## config.mk

```make
export PLATFORM = sky130hd
export DESIGN_NAME = logic_axi4_lite_write_regs_flat
export DESIGN_NICKNAME = d
export VERILOG_FILES = /design/src/rtl/logic_axi4_lite_pkg.sv /design/src/rtl/logic_axi4_lite_if.sv /design/src/rtl/logic_axi4_lite_write_regs_timeout.sv /design/src/rtl/logic_axi4_lite_write_regs.sv /design/src/flat_wrapper.sv
export SDC_FILE = /design/constraint.sdc
export NUM_CORES = 1
export LEC_CHECK = 0
export CORE_MARGIN = 2
export CORE_UTILIZATION = 50
export CTS_BUF_LIST = sky130_fd_sc_hd__clkbuf_8
export DETAILED_ROUTE_END_ITERATION = 7
export DONT_BUFFER_PORTS = 1
export HOLD_SLACK_MARGIN = 0.15
export PLACE_DENSITY = 0.79
export SYNTH_ARGS = -nofsm -noshare
export SYNTH_HDL_FRONTEND = slang
export SYNTH_SLANG_ARGS = --single-unit
```

## constraint.sdc

```tcl
create_clock -name aclk -period 3.2 [get_ports aclk]
set_input_delay 0.96 -clock aclk [delete_from_list [all_inputs] [get_ports aclk]]
set_output_delay 0.96 -clock aclk [all_outputs]
set_load 0.01 [all_outputs]
```

## src/rtl/logic_axi4_lite_pkg.sv

```systemverilog
// Shared AXI4-Lite types: response codes and protection attributes.
package logic_axi4_lite_pkg;

  typedef enum logic [1:0] {
    OKAY   = 2'd0,
    EXOKAY = 2'd1,
    SLVERR = 2'd2,
    DECERR = 2'd3
  } resp_t;

  typedef struct packed {
    logic instruction;
    logic non_secure;
    logic privileged;
  } prot_t;

endpackage

```

## src/rtl/logic_axi4_lite_if.sv

```systemverilog
// AXI4-Lite bundle with master and slave views.
//
// Handshake rule for every channel: a transfer happens on a rising clock edge
// where valid and ready are both high. Once raised, valid and its payload stay
// put until that transfer; ready may be raised or dropped at any time.
interface logic_axi4_lite_if #(
  parameter int DATA_BYTES    = 4,
  parameter int ADDRESS_WIDTH = 16
);
  import logic_axi4_lite_pkg::*;

  logic [ADDRESS_WIDTH-1:0]  awaddr;
  prot_t                     awprot;
  logic                      awvalid;
  logic                      awready;
  logic [8*DATA_BYTES-1:0]   wdata;
  logic [DATA_BYTES-1:0]     wstrb;
  logic                      wvalid;
  logic                      wready;
  resp_t                     bresp;
  logic                      bvalid;
  logic                      bready;
  logic [ADDRESS_WIDTH-1:0]  araddr;
  prot_t                     arprot;
  logic                      arvalid;
  logic                      arready;
  logic [8*DATA_BYTES-1:0]   rdata;
  resp_t                     rresp;
  logic                      rvalid;
  logic                      rready;

  modport slave (
    input  awaddr, awprot, awvalid, wdata, wstrb, wvalid, bready,
    input  araddr, arprot, arvalid, rready,
    output awready, wready, bresp, bvalid,
    output arready, rdata, rresp, rvalid
  );

  modport master (
    output awaddr, awprot, awvalid, wdata, wstrb, wvalid, bready,
    output araddr, arprot, arvalid, rready,
    input  awready, wready, bresp, bvalid,
    input  arready, rdata, rresp, rvalid
  );

endinterface

```

## src/rtl/logic_axi4_lite_write_regs_timeout.sv

```systemverilog
// Watchdog for a pending register write. Counts cycles spent waiting for an
// ack and flags expiry in the TIMEOUT-th waiting cycle.
module logic_axi4_lite_write_regs_timeout #(
  parameter int TIMEOUT = 256
) (
  input  logic aclk,
  input  logic areset_n,
  input  logic clear,
  input  logic enable,
  output logic expired
);

  localparam int COUNT_BITS = $clog2(TIMEOUT + 1);

  logic [COUNT_BITS-1:0] count;

  // Restart on every new request, advance once per waiting cycle
  always_ff @(posedge aclk or negedge areset_n) begin
    if (!areset_n) begin
      count <= '0;
    end else if (clear) begin
      count <= '0;
    end else if (enable) begin
      count <= count + COUNT_BITS'(1);
    end
  end

  assign expired = enable && (count == COUNT_BITS'(TIMEOUT - 1));

endmodule

```

## src/rtl/logic_axi4_lite_write_regs.sv

```systemverilog
// AXI4-Lite write terminator: turns each aligned AW+W pair into one
// register-bus write with ack handshake, then returns a B response.
// One transaction in flight; the read channels are tied off.
// Optional request watchdog: define LOGIC_AXI4_LITE_WRITE_REGS_TIMEOUT_EN.
module logic_axi4_lite_write_regs
  import logic_axi4_lite_pkg::*;
#(
  parameter int DATA_BYTES    = 4,
  parameter int ADDRESS_WIDTH = 16,
  parameter int REGISTERS     = 64,
  parameter int TIMEOUT       = 256
) (
  input  logic                          aclk,
  input  logic                          areset_n,
  logic_axi4_lite_if.slave              slave,
  output logic                          reg_write,
  output logic [$clog2(REGISTERS)-1:0]  reg_address,
  output logic [8*DATA_BYTES-1:0]       reg_wdata,
  output logic [DATA_BYTES-1:0]         reg_wstrb,
  input  logic                          reg_ack,
  input  logic                          reg_error,
  output logic [1:0]                    state_debug
);

  localparam int OFFSET_BITS = $clog2(DATA_BYTES);
  localparam int INDEX_BITS  = $clog2(REGISTERS);
  localparam logic [ADDRESS_WIDTH:0] ADDRESS_LIMIT =
    (ADDRESS_WIDTH + 1)'(REGISTERS * DATA_BYTES);

  typedef enum logic [1:0] {
    IDLE     = 2'd0,
    REQUEST  = 2'd1,
    RESPONSE = 2'd2
  } state_t;

  state_t state;
  logic   bvalid_q;
  resp_t  bresp_q;
  logic   accept;
  logic   in_range;
  logic   request_done;
  logic   request_error;

  // AW and W are only ever taken together, and only when idle
  assign accept   = (state == IDLE) && slave.awvalid && slave.wvalid;
  assign in_range = {1'b0, slave.awaddr} < ADDRESS_LIMIT;

`ifdef LOGIC_AXI4_LITE_WRITE_REGS_TIMEOUT_EN
  logic expired;

  logic_axi4_lite_write_regs_timeout #(
    .TIMEOUT (TIMEOUT)
  ) u_timeout (
    .aclk     (aclk),
    .areset_n (areset_n),
    .clear    (accept && in_range),
    .enable   (state == REQUEST),
    .expired  (expired)
  );

  // A real ack in the expiry cycle takes priority over the watchdog
  assign request_done  = reg_ack || expired;
  assign request_error = reg_ack ? reg_error : 1'b1;
`else
  localparam int unused_timeout = TIMEOUT;

  assign request_done  = reg_ack;
  assign request_error = reg_error;
`endif

  // Control FSM with registered reg_write and B-channel outputs
  always_ff @(posedge aclk or negedge areset_n) begin
    if (!areset_n) begin
      state     <= IDLE;
      reg_write <= 1'b0;
      bvalid_q  <= 1'b0;
      bresp_q   <= OKAY;
    end else begin
      case (state)
        IDLE: begin
          if (accept) begin
            if (in_range) begin
              state     <= REQUEST;
              reg_write <= 1'b1;
            end else begin
              state    <= RESPONSE;
              bvalid_q <= 1'b1;
              bresp_q  <= DECERR;
            end
          end
        end
        REQUEST: begin
          if (request_done) begin
            state     <= RESPONSE;
            reg_write <= 1'b0;
            bvalid_q  <= 1'b1;
            bresp_q   <= request_error ? SLVERR : OKAY;
          end
        end
        RESPONSE: begin
          if (slave.bready) begin
            state    <= IDLE;
            bvalid_q <= 1'b0;
          end
        end
        default: begin
          state     <= IDLE;
          reg_write <= 1'b0;
          bvalid_q  <= 1'b0;
        end
      endcase
    end
  end

  // Capture the request payload on accept; held steady until the next accept
  always_ff @(posedge aclk) begin
    if (accept) begin
      reg_address <= slave.awaddr[OFFSET_BITS +: INDEX_BITS];
      reg_wdata   <= slave.wdata;
      reg_wstrb   <= slave.wstrb;
    end
  end

  assign slave.awready = accept;
  assign slave.wready  = accept;
  assign slave.bvalid  = bvalid_q;
  assign slave.bresp   = bresp_q;

  assign slave.arready = 1'b0;
  assign slave.rvalid  = 1'b0;
  assign slave.rdata   = '0;
  assign slave.rresp   = OKAY;

  assign state_debug = state;

  // Protection bits, read channel inputs and address bits outside the word
  // index carry no meaning here
  logic unused_inputs;
  assign unused_inputs = ^{slave.awprot, slave.awaddr, slave.araddr,
                           slave.arprot, slave.arvalid, slave.rready};

endmodule

```

## src/flat_wrapper.sv

```systemverilog
// flat-port wrapper written by rule: the top's interface ports become plain ports
module logic_axi4_lite_write_regs_flat import logic_axi4_lite_pkg::*;
#(
  parameter int DATA_BYTES    = 4,
  parameter int ADDRESS_WIDTH = 16,
  parameter int REGISTERS     = 64,
  parameter int TIMEOUT       = 256
)
  (aclk, areset_n, reg_write, reg_address, reg_wdata, reg_wstrb, reg_ack, reg_error, state_debug, slave_awaddr, slave_awprot, slave_awvalid, slave_wdata, slave_wstrb, slave_wvalid, slave_bready, slave_araddr, slave_arprot, slave_arvalid, slave_rready, slave_awready, slave_wready, slave_bresp, slave_bvalid, slave_arready, slave_rdata, slave_rresp, slave_rvalid);
  logic_axi4_lite_if #(.DATA_BYTES(DATA_BYTES), .ADDRESS_WIDTH(ADDRESS_WIDTH)) slave_i ();
  input  logic aclk;
  input  logic areset_n;
  output logic reg_write;
  output logic [$clog2(REGISTERS)-1:0] reg_address;
  output logic [8*DATA_BYTES-1:0] reg_wdata;
  output logic [DATA_BYTES-1:0] reg_wstrb;
  input  logic reg_ack;
  input  logic reg_error;
  output logic [1:0] state_debug;
  input wire logic [$bits(slave_i.awaddr)-1:0] slave_awaddr;
  input wire logic [$bits(slave_i.awprot)-1:0] slave_awprot;
  input wire logic [$bits(slave_i.awvalid)-1:0] slave_awvalid;
  input wire logic [$bits(slave_i.wdata)-1:0] slave_wdata;
  input wire logic [$bits(slave_i.wstrb)-1:0] slave_wstrb;
  input wire logic [$bits(slave_i.wvalid)-1:0] slave_wvalid;
  input wire logic [$bits(slave_i.bready)-1:0] slave_bready;
  input wire logic [$bits(slave_i.araddr)-1:0] slave_araddr;
  input wire logic [$bits(slave_i.arprot)-1:0] slave_arprot;
  input wire logic [$bits(slave_i.arvalid)-1:0] slave_arvalid;
  input wire logic [$bits(slave_i.rready)-1:0] slave_rready;
  output wire logic [$bits(slave_i.awready)-1:0] slave_awready;
  output wire logic [$bits(slave_i.wready)-1:0] slave_wready;
  output wire logic [$bits(slave_i.bresp)-1:0] slave_bresp;
  output wire logic [$bits(slave_i.bvalid)-1:0] slave_bvalid;
  output wire logic [$bits(slave_i.arready)-1:0] slave_arready;
  output wire logic [$bits(slave_i.rdata)-1:0] slave_rdata;
  output wire logic [$bits(slave_i.rresp)-1:0] slave_rresp;
  output wire logic [$bits(slave_i.rvalid)-1:0] slave_rvalid;
  assign slave_i.awaddr = slave_awaddr;
  assign slave_i.awprot = slave_awprot;
  assign slave_i.awvalid = slave_awvalid;
  assign slave_i.wdata = slave_wdata;
  assign slave_i.wstrb = slave_wstrb;
  assign slave_i.wvalid = slave_wvalid;
  assign slave_i.bready = slave_bready;
  assign slave_i.araddr = slave_araddr;
  assign slave_i.arprot = slave_arprot;
  assign slave_i.arvalid = slave_arvalid;
  assign slave_i.rready = slave_rready;
  assign slave_awready = slave_i.awready;
  assign slave_wready = slave_i.wready;
  assign slave_bresp = slave_i.bresp;
  assign slave_bvalid = slave_i.bvalid;
  assign slave_arready = slave_i.arready;
  assign slave_rdata = slave_i.rdata;
  assign slave_rresp = slave_i.rresp;
  assign slave_rvalid = slave_i.rvalid;
  logic_axi4_lite_write_regs #(.DATA_BYTES(DATA_BYTES), .ADDRESS_WIDTH(ADDRESS_WIDTH), .REGISTERS(REGISTERS), .TIMEOUT(TIMEOUT)) u_core (.aclk(aclk), .areset_n(areset_n), .slave(slave_i), .reg_write(reg_write), .reg_address(reg_address), .reg_wdata(reg_wdata), .reg_wstrb(reg_wstrb), .reg_ack(reg_ack), .reg_error(reg_error), .state_debug(state_debug));
endmodule
```

; ---- Word-level counts from Yosys, hierarchy flattened
; Index checks and enable logic that the tools add are counted.
; W data, S select, Z words.
[op_classes]
n_lt_le_gt_ge = 1
n_eq_ne = 7
mux = 19
bitwise_logic = 1
n_reduce_logical = 8
[op_table]
columns = cell, n
row1 = $lt A16 B9 Y1 const B, 1
row2 = $mux W2, 8
row3 = $reduce_and A4 Y1, 3
row4 = $ne A2 B2 Y1 const B, 4
row5 = $mux W1, 7
row6 = $pmux W1 S3, 2
row7 = $pmux W2 S3, 1
row8 = $pmux W2 S2, 1
row9 = $reduce_and A3 Y1, 1
row10 = $eq A2 B1 Y1 const B, 1
row11 = $eq A2 B2 Y1 const B, 1
row12 = $logic_and A1 B1 Y1, 2
row13 = $logic_not A2 Y1, 1
row14 = $ne A2 B1 Y1 const B, 1
row15 = $reduce_bool A2 Y1, 1
row16 = $not A1 Y1, 1
[totals]
regBits = 48
input_bits = 83
out_inout_bits = 86
wordCells = 43

; ---- Depth between registers and ports, before layout
; Gate-level depths: netlist of the first run.
[depth]
ltp_word = 5
ltp_mapped = 4
mapped_depth_nobuf = 3

; ---- Least setup slack after synthesis of the first run
; OpenSTA, ideal clock, no wires.
[synth_timing]
path_type = input -> output
from = input port slave_wvalid
to = output port slave_wready
arrival_time_ns = 2.495
required_ns = 2.240
setup_slack_ns = -0.255
cell_stages = 2
path_buffers = 1
cell_sequence = and4bb_1 buf_4
[synth_via]
elab_chain_len = 1
[synth_rtl]
columns = item, line
row1 = from (decl), flat_wrapper.sv:25  ; input wire logic [$bits(slave_i.wvalid)-1:0] slave_wvalid;
row2 = $logic_and A1 B1 Y1, logic_axi4_lite_write_regs.sv:45  ; assign accept = (state == IDLE) && slave.awvalid && slave.wvalid;
row3 = to (decl), flat_wrapper.sv:32  ; output wire logic [$bits(slave_i.wready)-1:0] slave_wready;
; Every way passes these cells.

; ---- Worst setup path after layout of the first run
; Ends and elaborated chain as after synthesis.

==> key figures, run 1 <==
Route
  • Detail Route Antenna Nets: 0
  • Final wirelength: 3140 um
  • Wire per inst: around 19 um
  • DRC viols: 0
  • Via count: 841
  • DR pass1 iterations: 4
  • 1st-iter DRT viols: 66
  • DR vias/cell: 4.98

Critical path
  • Critical-path maximum fanout: 11
  • Worst-path cell chain: and4bb_2
  • CP peak stage delay: 0.48 ns
  • CP arrival: 1.44 ns
  • Crit path kind: input port to output port
  • Critical Path RT: 2.24 ns
  • Slowest-stage cell, CP: and4bb_2
  • Worst setup SP type: input port
  • CP top delay family: simple AND/OR/NAND/NOR gates
  • Kind of end point of the critical path: output port
  • WP buf/inv: 0

STA
  • Hold Vio Cnt, Final: 0
  • Final TNS setup: 0 ns
  • Final clock skew: 0.00136 ns
  • RSZ-0062 raised after global routing: false
  • Slew Limit Fails: 0
  • WHS: 0.353 ns
  • Minimum clock period: 2.40 ns
  • Setup-failing EPs final: 0
  • Fin crit share: around three quarters
  • Fmax: 0.416 GHz

Logic synthesis
  • Synth warnings: 0
  • Synth area leader: edfxtp_1
  • Yosys cell types: 21
  • Synth top area cells: edfxtp_1 66%, buf_4 15%, dfrtp_1 7.9%
  • Post-synth top area share: between 60% and 70%
  • Sequential fraction of the synthesis area: 74.4%
  • Post-Syn Instances: 115
  • Syn_area_per_cell: 16.5 um2
  • Post-synthesis register bit count: 48
  • Post-synthesis cell area: 1900 um2

Clock network
  • Clock transition time at the flip-flop clock pins of the worst setup and hold paths: 0.08 ns
  • Hold Buf Count CTS: 0
  • Postcts setup bufs: 0
  • Clock Tree Root: clkbuf_8
  • CTS H-tree lvls: 2
  • Clock Sinks: 48
  • Worst skew pair latency: 0.29 ns
  • CTS tree: built
  • Post-CTS Resized: 0
  • Total CTS buffers: 5
  • CTS max path bufs: 2

Global route
  • Largest net degree at the start of global routing: 38
  • GRT Util Overall: a little over an eighth
  • First-pass GRT wire length: ~4000 um
  • Vias in the first global route: 731
  • Number of antenna violations at the first check in global routing: 0
  • GRT overflow: 0

Place
  • Input/output buffers: 0
  • Placed Area: 1810 um2
  • Placer congestion estimate: 0.706
  • DP Wirelength: 2400 um

Power
  • Power consumption: roughly 0.0012 W
  • Leak Pwr: 0.717 nW
  • Worst VDD drop: roughly 0.25 mV
  • P per Cell Area: 637 nW/um2

Worst hold path
  • Worst Hold Class: input port to async pin

Final layout
  • Antenna diodes: 0
  • Post-route cell area: roughly 1900 um2
  • Area Growth Syn to Fin: 1.45%
  • Most common cell after layout, fill and taps aside: edfxtp_1
  • Nets: 203
  • Fill cells: between 200 and 300
  • Final Util: about 53%
  • Commonest cells after routing, fill and taps aside: 42 x edfxtp_1, 36 x conb_1, 6 x nand2_1, 6 x dfrtp_1, 5 x clkbuf_8
  • Proportion of layout cells with a drive suffix above 1: 10.7%

Floorplan
  • I/O pin count: 169
  • Starting Density: between 50% and 60%
  • Die X: 65.6 um
  • Placement Rows: 22
  • Die area: roughly 4300 um2
  • Die Y: about 66 um
  • Core Area: 3660 um2

Run status
  • Status: finished, final reports clean

Flow run
  • MaxCap Viol Count: 0
[cell type report]
cell class | count | area [um2] | share of cell area [%]
timing repair buffer | 1 | 7.51 | 0.390
tap | 48 | 60.1 | 3.12
sequential | 48 | 1410 | 73.3
clock inverter | 3 | 42.5 | 2.21
inverter | 2 | 7.51 | 0.390
clock buffer | 5 | 68.8 | 3.58
multi-input combinational | 62 | 327 | 17.0
[worst paths after layout]
kind	from	to	slack [ns]	depth (start not counted)
min reg2reg	u_core.slave.bresp[0]	u_core.slave.bresp[0]	0.59	1
min	areset_n	u_core.slave.bresp[1]	0.35	0
max reg2reg	u_core.state_debug[1]	u_core.reg_wdata[7]	1.23	2
max in group asynchronous	areset_n	u_core.slave.bvalid	2.78	0
min in group aclk	u_core.slave.bresp[0]	u_core.slave.bresp[0]	0.59	1
max	slave_wvalid	slave_wready	0.80	1
[report_power, final]
group | internal [W] | total (W) | switching (W)
registers | 0.000720 | 0.000754 | 0.0000339
clock network | 0.000231 | 0.000418 | 0.000187
logic | 0.0000128 | 0.0000550 | 0.0000422
total | 0.000964 | 0.00123 | 0.000263
[synth_stat cells (all sizes together)]
cell type,instances
a21bo,1
a21boi,1
a21oi,1
a221o,1
a32o,2
and4bb,1
buf,38
conb,1
dfrtp,6
edfxtp,42
inv,2
nand2,6
nand3,2
nand3b,1
nor2,4
nor3,1
nor4,2
o211a,1
o21ai,1
o22a,1
[state kept, by name (all words and copies together) (netlist names)]
name / flops
u_core.reg_address: 6
u_core.reg_wdata: 32
u_core.reg_write: 1
u_core.reg_wstrb: 4
u_core.slave.bresp: 2
u_core.slave.bvalid: 1
u_core.state_debug: 2
[per-layer routing]
layer / share of wire (%) / track usage [%] / up-vias
li1: - / - / 348
met1: 34 / 12.1 / 374
met2: 47 / 21.8 / 106
met3: 14 / 7.53 / 13
met4: 5.5 / 12.0 / 0
met5: 0 / 0 / -
[cell families after synthesis]
| kind of cell | after synthesis | share of synthesized area (%) |
|---|---|---|
| AO/OA/AOI/OAI | 9 | 4.02 |
| AND/OR/NAND/NOR | 17 | 6.07 |
| other | 1 | 0.198 |
| flip-flops | 48 | 74.4 |
| buffers and inverters | 40 | 15.3 |
[through the flow]
step | worst slack (ns) | std cells
2_1_floorplan | 0.199 | 150
3_3_place_gp | 0.808 | 161
3_5_place_dp | 0.805 | 161
4_1_cts | 0.796 | 169
5_1_grt | 0.755 | 169
6_report | 0.795 | 169
Note: power is estimated with default switching activity, not from simulation.
==> run 2: changes to the inputs <==
Settings changed: PLACE_DENSITY 0.79 to 0.76.
Clock period 3.2 ns to 2.27 ns, I/O delays scaled along.
==> run 2 against run 1 <==
  * Die area stayed put
  * Setup slack worse by 0.63 ns
  * Utilization is 0.48 points higher
  * Critical path depth is the same
  * Largest cell class unchanged
  * Sequential power up 41%
  * Routed wire length grew 2.4%
  * Worst hold slack better by 0.13 ns
  * Clock skew rose by 0.0025 ns
  * Count of clock-buffer cells in the layout is the same
  * Non-clock buffer count is 2 higher
  * Sequential cell count unchanged
==> key figures, run 2 (synthesis results as in run 1) <==
Run status
  • Status: finished, final reports clean

Critical path
  • Worst-path cell chain: and4bb_4
  • CP arrival: 1.42 ns (-0.02 ns)
  • CP top delay family: simple AND/OR/NAND/NOR gates
  • Slowest-stage cell, CP: and4bb_4
  • Critical Path RT: 1.59 ns (-0.65 ns)
  • Crit path kind: register to output port
  • Crit path from: u_core.state_debug[0]
  • CP peak stage delay: 0.62 ns (+0.14 ns)
  • WP buf/inv: 0 (unchanged)
  • Worst setup SP type: register
  • Kind of end point of the critical path: output port
  • Reg-to-reg startpoint: u_core.state_debug[0]
  • Critical-path maximum fanout: 18 (+7)

Floorplan
  • Placement Rows: 22 (unchanged)
  • Starting Density: 51.8% (unchanged)
  • Die Y: 65.6 um (unchanged)
  • Die area: 4300 um2 (unchanged)
  • I/O pin count: 169 (unchanged)
  • Die X: 65.6 um (unchanged)
  • Core Area: 3660 um2 (unchanged)

Final layout
  • Most flop-heavy register: u_core.reg_wdata
  • Nets: 205 (+0.99%)
  • Most common cell after layout, fill and taps aside: edfxtp_1
  • Biggest regs: u_core.reg_wdata: 32 flops, u_core.reg_address: 6 flops, u_core.reg_wstrb: 4 flops
  • Proportion of layout cells with a drive suffix above 1: 10.6% (-0.17 points)
  • Largest register FFs: 32 (unchanged)
  • Post-route cell area: 1940 um2 (+0.91%)
  • Fill cells: 288 (+6.7%)
  • Commonest cells after routing, fill and taps aside: 42 x edfxtp_1, 36 x conb_1, 6 x nand2_1, 6 x dfrtp_1, 5 x clkbuf_8
  • Area Growth Syn to Fin: 2.37%
  • Antenna diodes: 0 (unchanged)

Global route
  • Number of antenna violations at the first check in global routing: 0 (unchanged)
  • First-pass GRT wire length: 4160 um (+4.1%)
  • Largest net degree at the start of global routing: 24 (-37%)
  • GRT overflow: 0 (unchanged)
  • Vias in the first global route: 725 (-0.82%)
  • GRT Util Overall: 14.1% (+0.49 points)

Clock network
  • Clock Tree Root: clkbuf_8
  • CTS max path bufs: 2 (unchanged)
  • Clock Sinks: 48 (unchanged)
  • Worst skew pair latency: 0.29 ns (about the same)
  • CTS tree: built
  • Postcts setup bufs: 0 (unchanged)
  • CTS H-tree lvls: 2 (unchanged)
  • Clock transition time at the flip-flop clock pins of the worst setup and hold paths: 0.08 ns (about the same)
  • Total CTS buffers: 5 (unchanged)

STA
  • Fmax: ~0.48 GHz
  • Slew Limit Fails: 0 (unchanged)
  • Final worst slack: 0.167 ns (-0.628 ns)
  • RSZ-0062 raised after global routing: false
  • Minimum clock period: 2.10 ns
  • Hold Vio Cnt, Final: 0 (unchanged)
  • Final clock skew: 0.00383 ns (+0.00246 ns)
  • Fin crit share: 92.6%
  • Setup-failing EPs final: 0 (unchanged)
  • Final TNS setup: 0 ns (unchanged)

Worst hold path
  • Worst Hold Class: input port to register
  • Hold Crit Start: slave_wdata[2]

Power
  • Worst VDD drop: 0.407 mV (+61%)
  • P_int: 0.00136 W (+41%)
  • P per Cell Area: 885 nW/um2 (+39%)
  • Clk network pwr share: 33.4% (-0.6 points)
  • Sw Ratio: 21.0% (-0.45 points)
  • NetSw: 0.000361 W (+37%)
  • Leak Pwr: 0.732 nW (+2.1%)
  • Sequential Power Share: 61.8% (+0.3 points)
  • Combinational share of power: 4.8% (+0.3 points)

Place
  • Pre-CTS setup slack: 0.414 ns (-0.391 ns)
  • Placed Area: 1820 um2 (+0.62%)
  • Input/output buffers: 0 (unchanged)
  • DP Wirelength: 2520 um (+4.8%)
  • Placer congestion estimate: 0.650 (-7.9%)

Route
  • Detail Route Antenna Nets: 0 (unchanged)
  • 1st-iter DRT viols: 82 (+24%)
  • Wire per inst: 18.8 um (+1.2%)
  • DRC viols: 0 (unchanged)
  • Final wirelength: 3210 um (+2.4%)
  • DR vias/cell: 4.96 (-0.23%)
  • Via count: 849 (+0.95%)
  • DR pass1 iterations: 4 (unchanged)

Flow run
  • MaxCap Viol Count: 0 (unchanged)
==> run 2: cell types whose count changed in the layout (fill, tap and decap cells not counted) <==
cell | before | now
buf_4 | 1 | 2
and4bb_2 | 1 | 0
clkinvlp_4 | 1 | 0
dlygate4sd3_1 | 0 | 1
inv_1 | 2 | 3
and4bb_4 | 0 | 1
==> run 2: power groups by stage <==
stage / clock (W) / combinational (W) / sequential, W
2_1_floorplan: 0 / 0.000118 / 0.00107
3_3_place_gp: 0 / 0.0000752 / 0.00108
3_5_place_dp: 0 / 0.0000786 / 0.00108
4_1_cts: 0.000600 / 0.0000821 / 0.00106
5_1_grt: 0.000643 / 0.0000927 / 0.00107
6_report: 0.000573 / 0.0000826 / 0.00106
==> run 2: final timing paths <==
path,to,slack (ns),depth (start not counted)
worst max register to register,u_core.reg_wdata[11],0.46,2
max in group asynchronous,u_core.slave.bvalid,1.34,1
worst min-delay path,u_core.reg_wdata[2],0.48,0
worst max-delay path,slave_wready,0.17,1
min in group asynchronous,u_core.slave.bresp[1],0.71,1
worst min register to register,u_core.slave.bresp[0],0.60,1
==> run 2: metrics by stage <==
| stage | power (W) | hold WS [ns] | util (%) | std cells |
|---|---|---|---|---|
| after floorplan | 0.00119 | 0.385 | - | 150 |
| after global placement | 0.00116 | 0.386 | 49.8 | 162 |
| after detailed placement | 0.00116 | 0.386 | 49.8 | 162 |
| after CTS | 0.00175 | 0.469 | 53.0 | 171 |
| after global routing | 0.00180 | 0.456 | 53.0 | 171 |
| final | 0.00172 | 0.483 | 53.0 | 171 |
==> run 2: cell type report <==
class	count	area, um2	area share [%]
timing repair buffer	3	25.0	1.29
clock inverter	3	38.8	2.00
sequential	48	1410	72.7
tap	48	60.1	3.09
clock buffer	5	68.8	3.54
inverter	2	7.51	0.387
multi-input combinational	62	330	17.0
==> run 2: what timing repair did <==
item / in CTS / in global routing
hold endpoints to repair: 6 / 0
hold buffers: 1 / 0
resized for setup: 0 / 0
==> run 2: routing by layer <==
| metal | global-route usage [%] | up-vias | routed length (um) |
|---|---|---|---|
| met2 | 24.1 | 100 | 1700 |
| met5 | 0 | - | 0 |
| met3 | 7.02 | 6 | 437 |
| met4 | 7.81 | 0 | 72 |
| met1 | 13.8 | 390 | 1000 |
| li1 | - | 353 | - |
